==> src/rtl/mem_access_ctrl.sv <==
// MEM-stage memory access sequencer.
// Issues one req/ack transaction per load/store and stalls the front of the
// pipeline while it is outstanding. Also flags misaligned accesses, raises a
// sticky error when the memory never answers, and keeps a saturating count
// of stall cycles.
//
//   state  | meaning
//   -------+------------------------------------------------------------
//   IDLE   | no transaction; an aligned access stalls and issues next edge
//   BUSY   | request outstanding; wait for ack or timeout
//   DONE   | one free cycle so the finished instruction leaves EX/MEM
module mem_access_ctrl #(
  parameter int TIMEOUT = 16,
  parameter int CNT_W   = 16
) (
  input  logic             CLK,
  input  logic             rst,
  input  logic             MemtoRegM,
  input  logic             MemWriteM,
  input  logic [31:0]      ALUOutM,
  input  logic [31:0]      WriteDataM,
  input  logic             mem_ack,
  input  logic [31:0]      mem_rdata,
  output logic             mem_req,
  output logic             mem_we,
  output logic [31:0]      mem_addr,
  output logic [31:0]      mem_wdata,
  output logic [31:0]      ReadDataM,
  output logic             StallM,
  output logic             FlushW,
  output logic             MisalignM,
  output logic             TimeoutErr,
  output logic [CNT_W-1:0] StallCnt
);

  // Timeout counter only has to reach TIMEOUT-1, so size it for that value.
  localparam int TO_W = (TIMEOUT > 1) ? $clog2(TIMEOUT) : 1;
  localparam logic [TO_W-1:0] TO_LAST = TO_W'(TIMEOUT - 1);

  typedef enum logic [1:0] {
    S_IDLE = 2'd0,
    S_BUSY = 2'd1,
    S_DONE = 2'd2
  } state_t;

  state_t            r_state;
  state_t            w_state_nxt;

  logic              r_req;
  logic              r_we;
  logic [31:0]       r_addr;
  logic [31:0]       r_wdata;
  logic [31:0]       r_rdata;
  logic              r_terr;
  logic [CNT_W-1:0]  r_stall_cnt;
  logic [TO_W-1:0]   r_to_cnt;

  logic              w_acc;
  logic              w_unaligned;
  logic              w_stall;
  logic              w_misalign;
  logic              w_issue;
  logic              w_complete;
  logic              w_expire;

  assign w_acc       = MemtoRegM | MemWriteM;
  assign w_unaligned = |ALUOutM[1:0];

  // Next-state and per-cycle control decode.
  always_comb begin
    w_state_nxt = r_state;
    w_stall     = 1'b0;
    w_misalign  = 1'b0;
    w_issue     = 1'b0;
    w_complete  = 1'b0;
    w_expire    = 1'b0;
    case (r_state)
      S_IDLE: begin
        if (w_acc) begin
          if (w_unaligned) begin
            w_misalign = 1'b1;
          end else begin
            w_stall     = 1'b1;
            w_issue     = 1'b1;
            w_state_nxt = S_BUSY;
          end
        end
      end
      S_BUSY: begin
        w_stall = 1'b1;
        // A late ack wins over an expiring timer.
        if (mem_ack) begin
          w_complete  = 1'b1;
          w_state_nxt = S_DONE;
        end else if (r_to_cnt == TO_LAST) begin
          w_expire    = 1'b1;
          w_state_nxt = S_DONE;
        end
      end
      S_DONE: begin
        w_state_nxt = S_IDLE;
      end
      default: begin
        w_state_nxt = S_IDLE;
      end
    endcase
  end

  // State register.
  always_ff @(posedge CLK or negedge rst) begin
    if (!rst) begin
      r_state <= S_IDLE;
    end else begin
      r_state <= w_state_nxt;
    end
  end

  // Request interface: captured on issue, held through BUSY, req dropped on exit.
  always_ff @(posedge CLK or negedge rst) begin
    if (!rst) begin
      r_req   <= 1'b0;
      r_we    <= 1'b0;
      r_addr  <= 32'd0;
      r_wdata <= 32'd0;
    end else if (w_issue) begin
      r_req   <= 1'b1;
      r_we    <= MemWriteM;
      r_addr  <= {ALUOutM[31:2], 2'b00};
      r_wdata <= WriteDataM;
    end else if (w_complete || w_expire) begin
      r_req   <= 1'b0;
    end
  end

  // BUSY-cycle timer, restarted on every issue.
  always_ff @(posedge CLK or negedge rst) begin
    if (!rst) begin
      r_to_cnt <= '0;
    end else if (w_issue) begin
      r_to_cnt <= '0;
    end else if (r_state == S_BUSY && !mem_ack && r_to_cnt != TO_LAST) begin
      r_to_cnt <= r_to_cnt + TO_W'(1);
    end
  end

  // Load data capture; an aborted transaction returns zero.
  always_ff @(posedge CLK or negedge rst) begin
    if (!rst) begin
      r_rdata <= 32'd0;
    end else if (w_complete && !r_we) begin
      r_rdata <= mem_rdata;
    end else if (w_expire) begin
      r_rdata <= 32'd0;
    end
  end

  // Sticky timeout flag.
  always_ff @(posedge CLK or negedge rst) begin
    if (!rst) begin
      r_terr <= 1'b0;
    end else if (w_expire) begin
      r_terr <= 1'b1;
    end
  end

  // Saturating stall-cycle counter.
  always_ff @(posedge CLK or negedge rst) begin
    if (!rst) begin
      r_stall_cnt <= '0;
    end else if (w_stall && r_stall_cnt != {CNT_W{1'b1}}) begin
      r_stall_cnt <= r_stall_cnt + CNT_W'(1);
    end
  end

  assign mem_req    = r_req;
  assign mem_we     = r_we;
  assign mem_addr   = r_addr;
  assign mem_wdata  = r_wdata;
  assign ReadDataM  = r_rdata;
  assign TimeoutErr = r_terr;
  assign StallCnt   = r_stall_cnt;
  assign StallM     = w_stall;
  assign FlushW     = w_stall;
  assign MisalignM  = w_misalign;

endmodule

==> config.mk <==
export PLATFORM = sky130hd
export DESIGN_NAME = mem_access_ctrl
export DESIGN_NICKNAME = d
export VERILOG_FILES = /design/src/rtl/mem_access_ctrl.sv
export SDC_FILE = /design/constraint.sdc
export NUM_CORES = 1
export LEC_CHECK = 0
export CAP_MARGIN = 25
export CORE_ASPECT_RATIO = 1.1
export CORE_MARGIN = 3
export CORE_UTILIZATION = 43
export CTS_BUF_LIST = sky130_fd_sc_hd__clkbuf_8
export CTS_CLUSTER_DIAMETER = 120
export DETAILED_ROUTE_END_ITERATION = 12
export PLACE_DENSITY = 0.83
export SLEW_MARGIN = 25
export SYNTH_ARGS = -nofsm -noshare
export SYNTH_HDL_FRONTEND = slang
export SYNTH_SLANG_ARGS = --single-unit
==> constraint.sdc <==
create_clock -name CLK -period 2.1 [get_ports CLK]
set_input_delay 0.21 -clock CLK [delete_from_list [all_inputs] [get_ports CLK]]
set_output_delay 0.21 -clock CLK [all_outputs]
set_load 0.03 [all_outputs]
==> reports/metrics.yaml, run 1 <==
antenna_found_initial: 0
die_x_um: 106
r2r-start: "StallCnt[0]$_DFFE_PN0P_"
rsz0062_at_grt: "no"
grtUsageTotal_pct: 21.5
p_leak_nw: 3.51
htree_levels: 4
worstPathArrival_ps: 1660
place_congestion: 0.767
finalHoldViolations: 0
yosys.cell_types.count: 36
drtAntennaViolNets: 0
cts_resized: 0
p_per_area_nw_per_um2: 1350
max_clock_freq_mhz: 535
clock-sinks: 119
setup_violations: 0
ys_ff_latch: 119
skew_ps: 16.0
drive_above_1_share_pct: 8.80
final_nets: 772
yosysWarnings: 0
wl_per_cell_um: 15.6
numCtsBuffers: 17
reg2reg_depth: 6
syn_area_um2: 4720
grt_pass1_wl_um: 20900
routed_wl_um: 12900
io_buffers: 216
hp-start: "ALUOutM[10]"
ys_seq_area_share_pct: 63.1
period_needed_ps: 1870
clock_path_buffers: 2
period_share_pct: 89.0
ir_drop_v: 0.000881
vias: 4006
initial_core_util_pct: 44.8
postSynthAreaPerCell_um2: 10.6
whs_endpoint: "mem_addr[10]$_DFFE_PN0P_"
critPathKind: "in -> out"
clk_latency_ps: 420
grt_pass1_vias: 4245
final_max_slew_viol_count: 0
tightest_slew_ps: 550
boundaryPins: 219
num_rows: 39
antenna_cells: 0
reg2reg_slack_ps: 310
drv_cap: 0
grt_max_degree: 65
status: "finished clean"
drc_errors: 0
via_per_inst: 4.86
cts-root-buf: "clkbuf_8"
total_power_mw: 10.1
synth_cells: 447
die_y_um: 116
max_slew_margin_pct: 63.3
fp.coreArea_um2: 10500
r2r-end: "StallCnt[3]$_DFFE_PN0P_"
path_clk_slew_ps: 80
cp_max_fo: 5
overflow: 0
tns_ps: 0
required_ps: 1890
cts_tree: "done"
firstDrtPassIters: 4
hold_path.class: "in -> reg"
post_cts_buffers: 0
die-area_um2: 12300
syn_to_final_growth_pct: 58.5
drt-initial-drc-count: 129
hold_buffers: 1
hold_depth: 3
hpwl_um: 9330
end_kind: "primary output"
cp-start-kind: "input pin"
how the worst max path moves through the flow:
stage / startpoint / end
after floorplan: StallCnt[0]$_DFFE_PN0P_ / StallCnt[1]$_DFFE_PN0P_
after global placement: ALUOutM[1] / StallCnt[15]$_DFFE_PN0P_
after detailed placement: ALUOutM[1] / StallCnt[15]$_DFFE_PN0P_
after CTS: r_state[1]$_DFFE_PN0P_ / MisalignM
after global routing: ALUOutM[1] / StallM
final: MemWriteM / StallM
cells in the final DEF (no fill, tap or decap), drive strengths merged, types with 3 or more instances in the layout:
cell type,instances
nand2,198
bufinv,3
and3,3
nor2,10
nand2b,3
clkinvlp,3
dfrtp,119
nand4,8
nand3,9
nor4,3
buf,13
xor2,3
xnor2,14
clkinv,5
a22o,32
and2,3
inv,3
clkbuf,19
clkdlybuf4s50,212
critical path, stage by stage:
cell and delay [ps]:
clkdlybuf4s50_1 450, or2_2 340, a21oi_2 290, nor2_1 170
buf_4 200
cells in the mapped netlist, drive strengths merged:
| cell | count | area [um2] |
|---|---|---|
| nand3b | 2 | 15.0 |
| and3 | 3 | 18.8 |
| and2 | 3 | 18.8 |
| nor2 | 10 | 37.5 |
| mux2i | 1 | 10.0 |
| dfrtp | 119 | 2980 |
| a311oi | 2 | 35.0 |
| mux2 | 2 | 26.3 |
| and4 | 1 | 11.3 |
| nor4 | 3 | 48.8 |
| conb | 1 | 3.75 |
| nor2b | 1 | 6.26 |
| nor3 | 1 | 5.00 |
| inv | 1 | 3.75 |
| clkbuf | 13 | 48.8 |
| nand2 | 198 | 746 |
| ha | 2 | 25.0 |
| a21oi | 1 | 8.76 |
| nand4 | 8 | 56.3 |
| or2 | 2 | 12.5 |
| nand2b | 3 | 26.3 |
| a22o | 32 | 280 |
| xor2 | 3 | 26.3 |
| nand3 | 9 | 45.0 |
| a211oi | 1 | 20.0 |
| xnor2 | 14 | 123 |
| buf | 11 | 81.3 |
flip-flops by register name, indices dropped and copies added, names as in the netlist:
name	count
mem_req	1
TimeoutErr	1
StallCnt	16
mem_addr	30
r_to_cnt	4
r_state	2
mem_wdata	32
mem_we	1
ReadDataM	32
stage by stage:
stage                     hold slack (ps)  cells  util, %  area [um2]  setup slack [ps]
after global routing                  285    825     70.9        7480               143
after detailed placement              230    792     66.7        7040              69.4
after global placement                220    792     66.7        7040               118
final                                 308    825     70.9        7480               232
after CTS                             281    825     70.9        7480               231
after floorplan                     -85.6    448        -        4720               275
area by class of cell:
class | count | area, um2
inverter | 1 | 3.75
timing repair buffer | 226 | 2270
sequential | 119 | 2980
tap | 143 | 179
fill | 774 | 3060
clock inverter | 13 | 170
clock buffer | 19 | 262
multi-input combinational | 304 | 1620
power breakdown:
part	total (mW)	internal [mW]	switching, mW	leakage, nW
logic	4.35	1.89	2.46	1.80
clock network	2.22	1.25	0.971	0.209
registers	3.55	3.05	0.503	1.50
routing by layer:
| layer | track usage [%] | share of wire (%) |
|---|---|---|
| met5 | 0 | 0 |
| met4 | 6.82 | 1.6 |
| met3 | 8.52 | 8.3 |
| met2 | 36.2 | 49 |
| met1 | 25.8 | 41 |
logic make-up after synthesis:
group                    count (synthesis)  synth area share (%)
adder cells (fa/ha/maj)                  2                 0.530
AO/OA/AOI/OAI                           36                  7.29
buffers and inverters                   25                  2.84
multiplexers                             3                 0.769
flip-flops                             119                  63.1
other                                    1                0.0795
AND/OR/NAND/NOR                        244                  22.2
XOR/XNOR                                17                  3.16
Note: power is estimated with default switching activity, not from simulation.
==> run 2: changes to the inputs <==
CAP_MARGIN = unset   (was 25)
==> results of run 2 <==
Same layout as run 1: the final DEF is identical, and so are final timing and power.
